===== src/rtl/cpu_bus_pkg.sv =====
// Shared CPU bus definitions: source index map, default widths and index-width helpers.
// Imported by the bus multiplexer and the control unit.
package cpu_bus_pkg;

    localparam int DEFAULT_DATA_W = 32;
    localparam int DEFAULT_N_SRC  = 24;

    localparam int SRC_R0     = 0;
    localparam int SRC_R1     = 1;
    localparam int SRC_R2     = 2;
    localparam int SRC_R3     = 3;
    localparam int SRC_R4     = 4;
    localparam int SRC_R5     = 5;
    localparam int SRC_R6     = 6;
    localparam int SRC_R7     = 7;
    localparam int SRC_R8     = 8;
    localparam int SRC_R9     = 9;
    localparam int SRC_R10    = 10;
    localparam int SRC_R11    = 11;
    localparam int SRC_R12    = 12;
    localparam int SRC_R13    = 13;
    localparam int SRC_R14    = 14;
    localparam int SRC_R15    = 15;
    localparam int SRC_HI     = 16;
    localparam int SRC_LO     = 17;
    localparam int SRC_ZHI    = 18;
    localparam int SRC_ZLO    = 19;
    localparam int SRC_PC     = 20;
    localparam int SRC_MDR    = 21;
    localparam int SRC_INPORT = 22;
    localparam int SRC_CSIGN  = 23;

    // Ceiling log2; clog2(1) = 0.
    function automatic int clog2(input int n);
        int r;
        int v;
        r = 0;
        v = n - 1;
        while (v > 0) begin
            r++;
            v = v >> 1;
        end
        return r;
    endfunction

    // An index port is never narrower than one bit, even for a single source.
    function automatic int idxWidth(input int n);
        return (clog2(n) < 1) ? 1 : clog2(n);
    endfunction

endpackage


===== src/rtl/onehot_prio_enc.sv =====
// Fixed-priority encoder for strobe vectors: lowest set bit wins.
// Also flags "any strobe" and "two or more strobes"; purely combinational.
module onehot_prio_enc
    import cpu_bus_pkg::*;
#(
    parameter int N = DEFAULT_N_SRC,
    localparam int IDX_W = idxWidth(N)
) (
    input  logic [N-1:0]     strobes,
    output logic [IDX_W-1:0] idx,
    output logic             any,
    output logic             multi
);

    logic found;

    // NOTE: every output of this block gets a default before the loop, so no path
    // through it leaves a value unassigned and no latch is inferred.
    always_comb begin
        idx   = '0;
        found = 1'b0;
        multi = 1'b0;
        for (int i = 0; i < N; i++) begin
            if (strobes[i]) begin
                if (found) begin
                    multi = 1'b1;
                end else begin
                    idx   = IDX_W'(i);
                    found = 1'b1;
                end
            end
        end
        any = found;
    end

endmodule


===== src/rtl/bus_mux_reg.sv =====
// Registered CPU bus multiplexer: encodes one-hot source strobes, drives the bus
// (optionally holding the last value) and tracks multi-driver conflicts.
module bus_mux_reg
    import cpu_bus_pkg::*;
#(
    parameter int DATA_W    = DEFAULT_DATA_W,
    parameter int N_SRC     = DEFAULT_N_SRC,
    parameter int CNT_W     = 8,
    parameter int REG_OUT   = 1,
    parameter int HOLD_LAST = 1,
    localparam int SEL_W    = idxWidth(N_SRC)
) (
    input  logic                    clock,
    input  logic                    clear,
    input  logic [N_SRC*DATA_W-1:0] src_data,
    input  logic [N_SRC-1:0]        src_out,
    input  logic                    conflict_clr,
    output logic [DATA_W-1:0]       bus_out,
    output logic                    bus_valid,
    output logic [SEL_W-1:0]        sel_idx,
    output logic                    conflict,
    output logic                    conflict_sticky,
    output logic [CNT_W-1:0]        conflict_count
);

    logic [SEL_W-1:0]  winIdx;
    logic              anyActive;
    logic              multiActive;
    logic [DATA_W-1:0] winData;
    logic [DATA_W-1:0] holdVal;
    logic [DATA_W-1:0] nextBus;

    onehot_prio_enc #(.N(N_SRC)) uEnc (
        .strobes (src_out),
        .idx     (winIdx),
        .any     (anyActive),
        .multi   (multiActive)
    );

    always_comb begin
        winData = '0;
        for (int i = 0; i < N_SRC; i++) begin
            if (winIdx == SEL_W'(i)) begin
                winData = src_data[i*DATA_W +: DATA_W];
            end
        end
    end

    generate
        if (HOLD_LAST != 0) begin : gHold
            logic [DATA_W-1:0] holdReg;
            // NOTE: state is updated with non-blocking assignments so every register
            // samples pre-edge values regardless of block ordering.
            always_ff @(posedge clock) begin
                if (clear) begin
                    holdReg <= '0;
                end else if (anyActive) begin
                    holdReg <= winData;
                end
            end
            assign holdVal = holdReg;
        end else begin : gNoHold
            assign holdVal = '0;
        end
    endgenerate

    assign nextBus = anyActive ? winData : holdVal;

    generate
        if (REG_OUT != 0) begin : gRegOut
            logic [DATA_W-1:0] busReg;
            logic              validReg;
            always_ff @(posedge clock) begin
                if (clear) begin
                    busReg   <= '0;
                    validReg <= 1'b0;
                end else begin
                    busReg   <= nextBus;
                    validReg <= anyActive;
                end
            end
            assign bus_out   = busReg;
            assign bus_valid = validReg;
        end else begin : gCombOut
            assign bus_out   = nextBus;
            assign bus_valid = anyActive;
        end
    endgenerate

    // Status is registered in both output modes; a simultaneous conflict beats conflict_clr.
    always_ff @(posedge clock) begin
        if (clear) begin
            sel_idx         <= '0;
            conflict        <= 1'b0;
            conflict_sticky <= 1'b0;
            conflict_count  <= '0;
        end else begin
            if (anyActive) begin
                sel_idx <= winIdx;
            end
            conflict <= multiActive;
            if (multiActive) begin
                conflict_sticky <= 1'b1;
                if (conflict_clr) begin
                    conflict_count <= CNT_W'(1);
                end else if (conflict_count != {CNT_W{1'b1}}) begin
                    conflict_count <= conflict_count + CNT_W'(1);
                end
            end else if (conflict_clr) begin
                conflict_sticky <= 1'b0;
                conflict_count  <= '0;
            end
        end
    end

endmodule


===== config.mk =====
export PLATFORM = sky130hd
export DESIGN_NAME = bus_mux_reg
export DESIGN_NICKNAME = d
export VERILOG_FILES = /design/src/rtl/cpu_bus_pkg.sv /design/src/rtl/onehot_prio_enc.sv /design/src/rtl/bus_mux_reg.sv
export SDC_FILE = /design/constraint.sdc
export NUM_CORES = 1
export LEC_CHECK = 0
export CAP_MARGIN = 20
export CORE_AREA = 2 2 332 334
export CTS_CLUSTER_DIAMETER = 80
export DETAILED_ROUTE_END_ITERATION = 16
export DIE_AREA = 0 0 334 336
export SLEW_MARGIN = 20
export SYNTH_ARGS = -nofsm -noshare
export SYNTH_HDL_FRONTEND = slang
export SYNTH_HIERARCHICAL = 1
export SYNTH_SLANG_ARGS = --single-unit

===== constraint.sdc =====
create_clock -name clock -period 5.4 [get_ports clock]
set_clock_uncertainty 0.1 [all_clocks]
set_input_delay 1.35 -clock clock [delete_from_list [all_inputs] [get_ports clock]]
set_output_delay 1.35 -clock clock [all_outputs]
set_load 0.01 [all_outputs]

Word-level counts from Yosys, hierarchy flattened
Index checks and enable logic that the tools add are counted. Widths: inputs -> output; s select.

Register bits after elaboration: 48. Logic and storage cells: 181. Bits of input ports: 795. Output and inout bits: 48.

$add $sub $neg: 1. Eq/ne operators: 24. Mux-type cells: 146. Reductions and logical operators: 4.

Operator list (number): $mux 32 (24); $mux 5 (45); $mux 1 (73); $eq 5x4->1 const B (8); $eq 5x5->1 const B (8); $mux 8 (4); $eq 5x3->1 const B (4); $eq 5x2->1 const B (2); $add 8x1->8 const B (1); $ne 8x8->1 const B (1); $eq 5x1->1 const B (1); $logic_not 5->1 (1); $reduce_bool 2->1 (2); $reduce_and 2->1 (1).

Logic depth before layout (Yosys ltp)
Depth after elaboration: 72. Mapped depth: 17. Depth with buffers taken out: 11.

Modules after synthesis
Netlist, hierarchy kept.

By module, submodules not included: bus_mux_reg (seq. area each 960.9 µm², area an instance 9064.9 µm², times used 1, cells an instance 1291); onehot_prio_enc (seq. area each 0.0 µm², area an instance 663.1 µm², times used 1, cells an instance 107).

Worst setup path before layout
OpenSTA, ideal clock, no wires.

Path type: input port to flip-flop. From: input src_out[4]. To: register gRegOut.busReg[21], in the netlist bus_out[21]. Setup time: 0.130 ns. Stages on the path: 15. Arrival time: 4.377 ns. Buffers on the path: 5. Required time: 5.170 ns. Setup slack: 0.793 ns. Cell sequence: buf_6 -> or4_4 -> nor3_4 -> nand2_2 -> or4_1 -> a21oi_1 -> buf_2 -> buf_6 -> buf_4 -> buf_4 -> mux2_2 -> a22oi_1 -> nor2_1 -> a2111oi_0 -> a21oi_1.

Longest elaborated chain between the ends: 64. Elaborated cells between the ends (all ways): 107. Classes of those cells: 23 x eq/ne; 83 x mux; 1 x reduce/logical.

Ends and longest elaborated chain: start, declared (RTL line bus_mux_reg.sv:16) `input logic [N_SRC-1:0] src_out,`; $mux 5 or $mux 1 (tied branches) (RTL line onehot_prio_enc.sv:24) `if (strobes[i]) begin`; $mux 5 (RTL line onehot_prio_enc.sv:25) `if (found) begin`; $mux 5 (RTL line onehot_prio_enc.sv:24); $mux 5 (RTL line onehot_prio_enc.sv:25); $mux 5 (RTL line onehot_prio_enc.sv:24); $mux 5 (RTL line onehot_prio_enc.sv:25); $mux 5 (RTL line onehot_prio_enc.sv:24); $mux 5 (RTL line onehot_prio_enc.sv:25); [27 not listed]; $mux 5 (RTL line onehot_prio_enc.sv:25); $mux 5 (RTL line onehot_prio_enc.sv:24); $mux 5 (RTL line onehot_prio_enc.sv:25); $mux 5 (*) (RTL line onehot_prio_enc.sv:24); net winIdx[1] (RTL line bus_mux_reg.sv:26) `logic [SEL_W-1:0] winIdx;`; $logic_not 5->1 (RTL line bus_mux_reg.sv:43) `if (winIdx == SEL_W'(i)) begin`; $mux 32 (23 in a row) (RTL line bus_mux_reg.sv:43); $mux 32 (*) (RTL line bus_mux_reg.sv:43); end signal, assigned (RTL line bus_mux_reg.sv:78) `busReg <= nextBus;`; end, declared (RTL line bus_mux_reg.sv:71) `logic [DATA_W-1:0] busReg;`.

The timed path passes the listed nets; every way through them passes the cells marked *. A chain may end at the register's enable or synchronous reset.

Final worst setup path
From: input src_out[4]. To: register gRegOut.busReg[18], in the netlist bus_out[18].

The elaborated chain is that of the path after synthesis.

==> metrics <==
dominant synthesized flop cell sky130_fd_sc_hd__dfxtp_1; maximum vdd drop around 120 uV; area of the die between 100000 and 150000 um^2; drt total wl 146000 um; kind of cell adding the most delay to the critical path buffers and inverters; die boundary width ~330 um; type of the worst min-delay path reg2reg; type of the setup path with the least slack in2reg; count of antenna-violating nets left after detailed routing 0; logic depth of the worst register-to-register path 7; initial standard-cell utilization of the core around 9.0%; count of H-tree levels built during CTS 2; number of register bits inferred by synthesis between 40 and 50; startpoint of the worst-slack reg-to-reg timing path conflict_count[0]; count of warnings emitted by yosys 6; cell count after placement a little under 4k; maximum clock frequency 0.187 GHz; portion of total power attributed to the clock network 15.2%; average via count per standard cell around 4.5; post-synthesis async set-or-reset flop share 0%; Setup Total Neg Slack 0 ns; count of buffers inserted at the top-level ports 842; utilization of the core after routing 21.9%; Max Slew Vio Count 0; Final Hold Violating Endpoints 0; TritonCTS clock tree built; LEAKAGE between 8 and 9 nW; routability cong. ~0.95; Endpoint, Worst Hold conflict_sticky; Layout area overhead 144%; Final period util 99.0%; DRC Markers 0; multi-input combinational cell area roughly 8300 um^2; Post-Synthesis Net Count about 2.2k; sequential share of the synthesized area between 9 and 10%; via count of the first global-routing pass around 18k; area taken by flip-flops and latches around 960 um^2; startpoint types primary input; data arrival time of the worst path 5.51 ns; first-pass iteration count of the detailed router 5; wire length of the first global-routing pass approximately 180000 um; EDFF count, synth 0; number of antenna violations at the first check in global routing roughly 130; crit path max fanout 10; total grt overflow 0; kind of end point of the critical path flop; Core Area roughly 110000 um^2; critical path's largest stage delay ~0.56 ns; clock insertion delay at the later pin of the skew report between 0.3 and 0.4 ns; setup violators final 0; number of max-cap violations 0; num rows 121; worst r2r dst conflict_count[7]; post-synth cell types 96; largest net degree at the start of global routing 37; result of the run finished clean; net switching power just over 0.001 W; crit path time final between 5 and 6 ns; ratio of cells with drive above 1 in the final layout 23.3%; Critical Path Slowest Stage Cell sky130_fd_sc_hd__or4_4; number of buffers and inverters on the critical path 8; FF-to-FF setup slack about 3.6 ns; I/O pins 843; Initial DRC Count 1558; average routed wire per standard cell approximately 36 um; non-filler instance count after layout 4023; post-place setup slack -1.04 ns; maximum buffer depth of the clock tree 2; clock transition at the register clock pins on the worst setup and hold paths after CTS ~0.11 ns; Critical Path, Cell by Cell clkdlybuf4s50_1, or4_4, nor3_4, nand2_2, or4_4, a21oi_4, buf_12, buf_12, nor2b_4, buf_12, buf_4, buf_4, nand2_1, a21oi_1, a2111oi_0, buf_4, o21ai_1, buf_4, a22o_1; post-cts hold buffer count 0; switching part of the total approximately 40%; Crit path required time approximately 5.6 ns; vias post-DR around 18k; final setup slack of the worst path between 0.05 and 0.06 ns; CTS Buf Count 5; root buf cell sky130_fd_sc_hd__clkbuf_16; Cells on Worst Hold Path 2; Power Internal 0.00157 W; Tightest Pin Transition approximately 1.2 ns; number of sinks handled by clock tree synthesis 48; Slew HR between 20 and 25%; Global Route Usage Sum around a quarter; Post-Syn Instances ~1.4k; fill cell total of the finished layout approximately 12k; Die Height ~340 um; average cell area after synthesis roughly 7.0 um^2; sequential share of power approximately 16%; relative contribution of combinational cells to total power just under 70%; RSZ-0062 raised after global routing yes; Min-Delay Startpoint conflict_sticky; post-detailed-placement half-perimeter wirelength 129000 um; most used cell along the critical path sky130_fd_sc_hd__buf_4; post-synthesis instance area 9730 um^2; power density over the cells roughly 110 nW/um^2; Final nets around 3.4k
==> cell families after synthesis <==
group                    Yosys count  synth area share (%)
flip-flops                        48                  9.88
adder cells (fa/ha/maj)            4                 0.437
AO/OA/AOI/OAI                    674                  46.5
buffers and inverters            150                  8.09
multiplexers                      92                  12.4
XOR/XNOR                           4                 0.360
AND/OR/NAND/NOR                  426                  22.3
==> tightest hold or removal path, stage by stage (launching register included) <==
cell	delay, ns
sky130_fd_sc_hd__dfxtp_1	0.32
sky130_fd_sc_hd__nand2b_1	0.06
sky130_fd_sc_hd__a21oi_1	0.06
==> routing by layer <==
| metal | global-route usage (%) | up-vias | part of all wire [%] |
|---|---|---|---|
| met2 | 40.5 | 970 | 46 |
| met1 | 30.4 | 8874 | 41 |
| met5 | 0 | - | 0.62 |
| li1 | - | 7968 | - |
| met3 | 10.5 | 234 | 10 |
| met4 | 4.16 | 142 | 1.9 |
==> repair_timing <==
action	4_1_cts	5_1_grt
gates cloned	1	0
pin swaps	15	18
setup endpoints to repair	32	22
buffers inserted	15	12
gates resized for setup	27	38
==> power by group through the flow <==
stage / clock network, W / registers, W / logic, W
after global routing: 0.000423 / 0.000412 / 0.00188
after detailed placement: 0 / 0.000417 / 0.00175
final: 0.000397 / 0.000409 / 0.00180
after CTS: 0.000415 / 0.000409 / 0.00179
after floorplan: 0 / 0.000421 / 0.000415
after global placement: 0 / 0.000417 / 0.00175
==> state kept, by name, summed over array words and instances, names as in the netlist <==
register / count
bus_out: 32
conflict_count: 8
sel_idx: 5
bus_valid: 1
conflict: 1
conflict_sticky: 1
==> worst max path at each step <==
stage                     depth (start not counted)  slack, ns           to        from
after floorplan                                  15       0.79  bus_out[21]  src_out[4]
after global placement                           14      -1.04  bus_out[31]  src_out[1]
after detailed placement                         16      -1.04  bus_out[18]  src_out[4]
after CTS                                        17      -0.05  bus_out[18]  src_out[1]
after global routing                             17     -0.003  bus_out[18]  src_out[4]
final                                            19       0.05  bus_out[18]  src_out[4]
==> synth_stat cells (18+ instances only) <==
cell                       count  area (um^2)
sky130_fd_sc_hd__a21oi_1     174          871
sky130_fd_sc_hd__nor2_1      147          552
sky130_fd_sc_hd__o21ai_0     110          551
sky130_fd_sc_hd__nand2_1     109          409
sky130_fd_sc_hd__buf_2        69          345
sky130_fd_sc_hd__o22ai_1      64          400
sky130_fd_sc_hd__mux2i_1      54          541
sky130_fd_sc_hd__dfxtp_1      48          961
sky130_fd_sc_hd__a22oi_1      40          300
sky130_fd_sc_hd__a211oi_1     38          285
sky130_fd_sc_hd__o221ai_1     30          263
sky130_fd_sc_hd__clkbuf_1     27          101
sky130_fd_sc_hd__a221oi_1     26          228
sky130_fd_sc_hd__nor3_1       23          115
sky130_fd_sc_hd__mux4_2       21          473
sky130_fd_sc_hd__nand3_1      20          100
sky130_fd_sc_hd__o211ai_1     20          150
sky130_fd_sc_hd__buf_4        18          135
==> final cells by class <==
class	count	share of cell area, %
Sequential cell	48	4.04
Timing Repair Buffer	1300	52.2
Clock inverter	2	0.0579
Clock buffer	6	0.584
Multi-Input combinational cell	1201	35.0
Antenna cell	36	0.379
Inverter	16	0.253
Tap cell	1414	7.45
==> layout by cell type (no fill, tap or decap), types with 8 or more instances in the layout <==
cell and instances:
sky130_fd_sc_hd__a211o_1 9, sky130_fd_sc_hd__a211oi_1 34, sky130_fd_sc_hd__a21o_1 15, sky130_fd_sc_hd__a21oi_1 168
sky130_fd_sc_hd__a221oi_1 23, sky130_fd_sc_hd__a222oi_1 9, sky130_fd_sc_hd__a22o_1 11, sky130_fd_sc_hd__a22oi_1 38
sky130_fd_sc_hd__a2bb2oi_1 8, sky130_fd_sc_hd__a31oi_1 10, sky130_fd_sc_hd__a32oi_1 11, sky130_fd_sc_hd__buf_12 40
sky130_fd_sc_hd__buf_4 412, sky130_fd_sc_hd__clkdlybuf4s50_1 840, sky130_fd_sc_hd__dfxtp_1 48, sky130_fd_sc_hd__diode_2 36
sky130_fd_sc_hd__inv_1 12, sky130_fd_sc_hd__mux2_2 17, sky130_fd_sc_hd__mux2i_1 54, sky130_fd_sc_hd__mux4_2 21
sky130_fd_sc_hd__nand2_1 106, sky130_fd_sc_hd__nand2b_1 12, sky130_fd_sc_hd__nand3_1 20, sky130_fd_sc_hd__nand4_1 11
sky130_fd_sc_hd__nor2_1 140, sky130_fd_sc_hd__nor2_2 8, sky130_fd_sc_hd__nor2b_1 11, sky130_fd_sc_hd__nor3_1 21
sky130_fd_sc_hd__o2111ai_1 8, sky130_fd_sc_hd__o211ai_1 20, sky130_fd_sc_hd__o21ai_0 103, sky130_fd_sc_hd__o221ai_1 27
sky130_fd_sc_hd__o22ai_1 63, sky130_fd_sc_hd__o2bb2ai_1 12, sky130_fd_sc_hd__o31ai_1 15, sky130_fd_sc_hd__o32ai_1 11
sky130_fd_sc_hd__or3_1 13
==> stage by stage <==
step                      total power (W)  cell area, um^2  hold WS, ns
final                             0.00261            23800        0.387
after global routing              0.00271            23700        0.414
after CTS                         0.00262            23400        0.389
after detailed placement          0.00217            23000        0.376
after global placement            0.00217            23000        0.363
after floorplan                  0.000836             9730        0.393
Note: power is estimated with default switching activity, not from simulation.
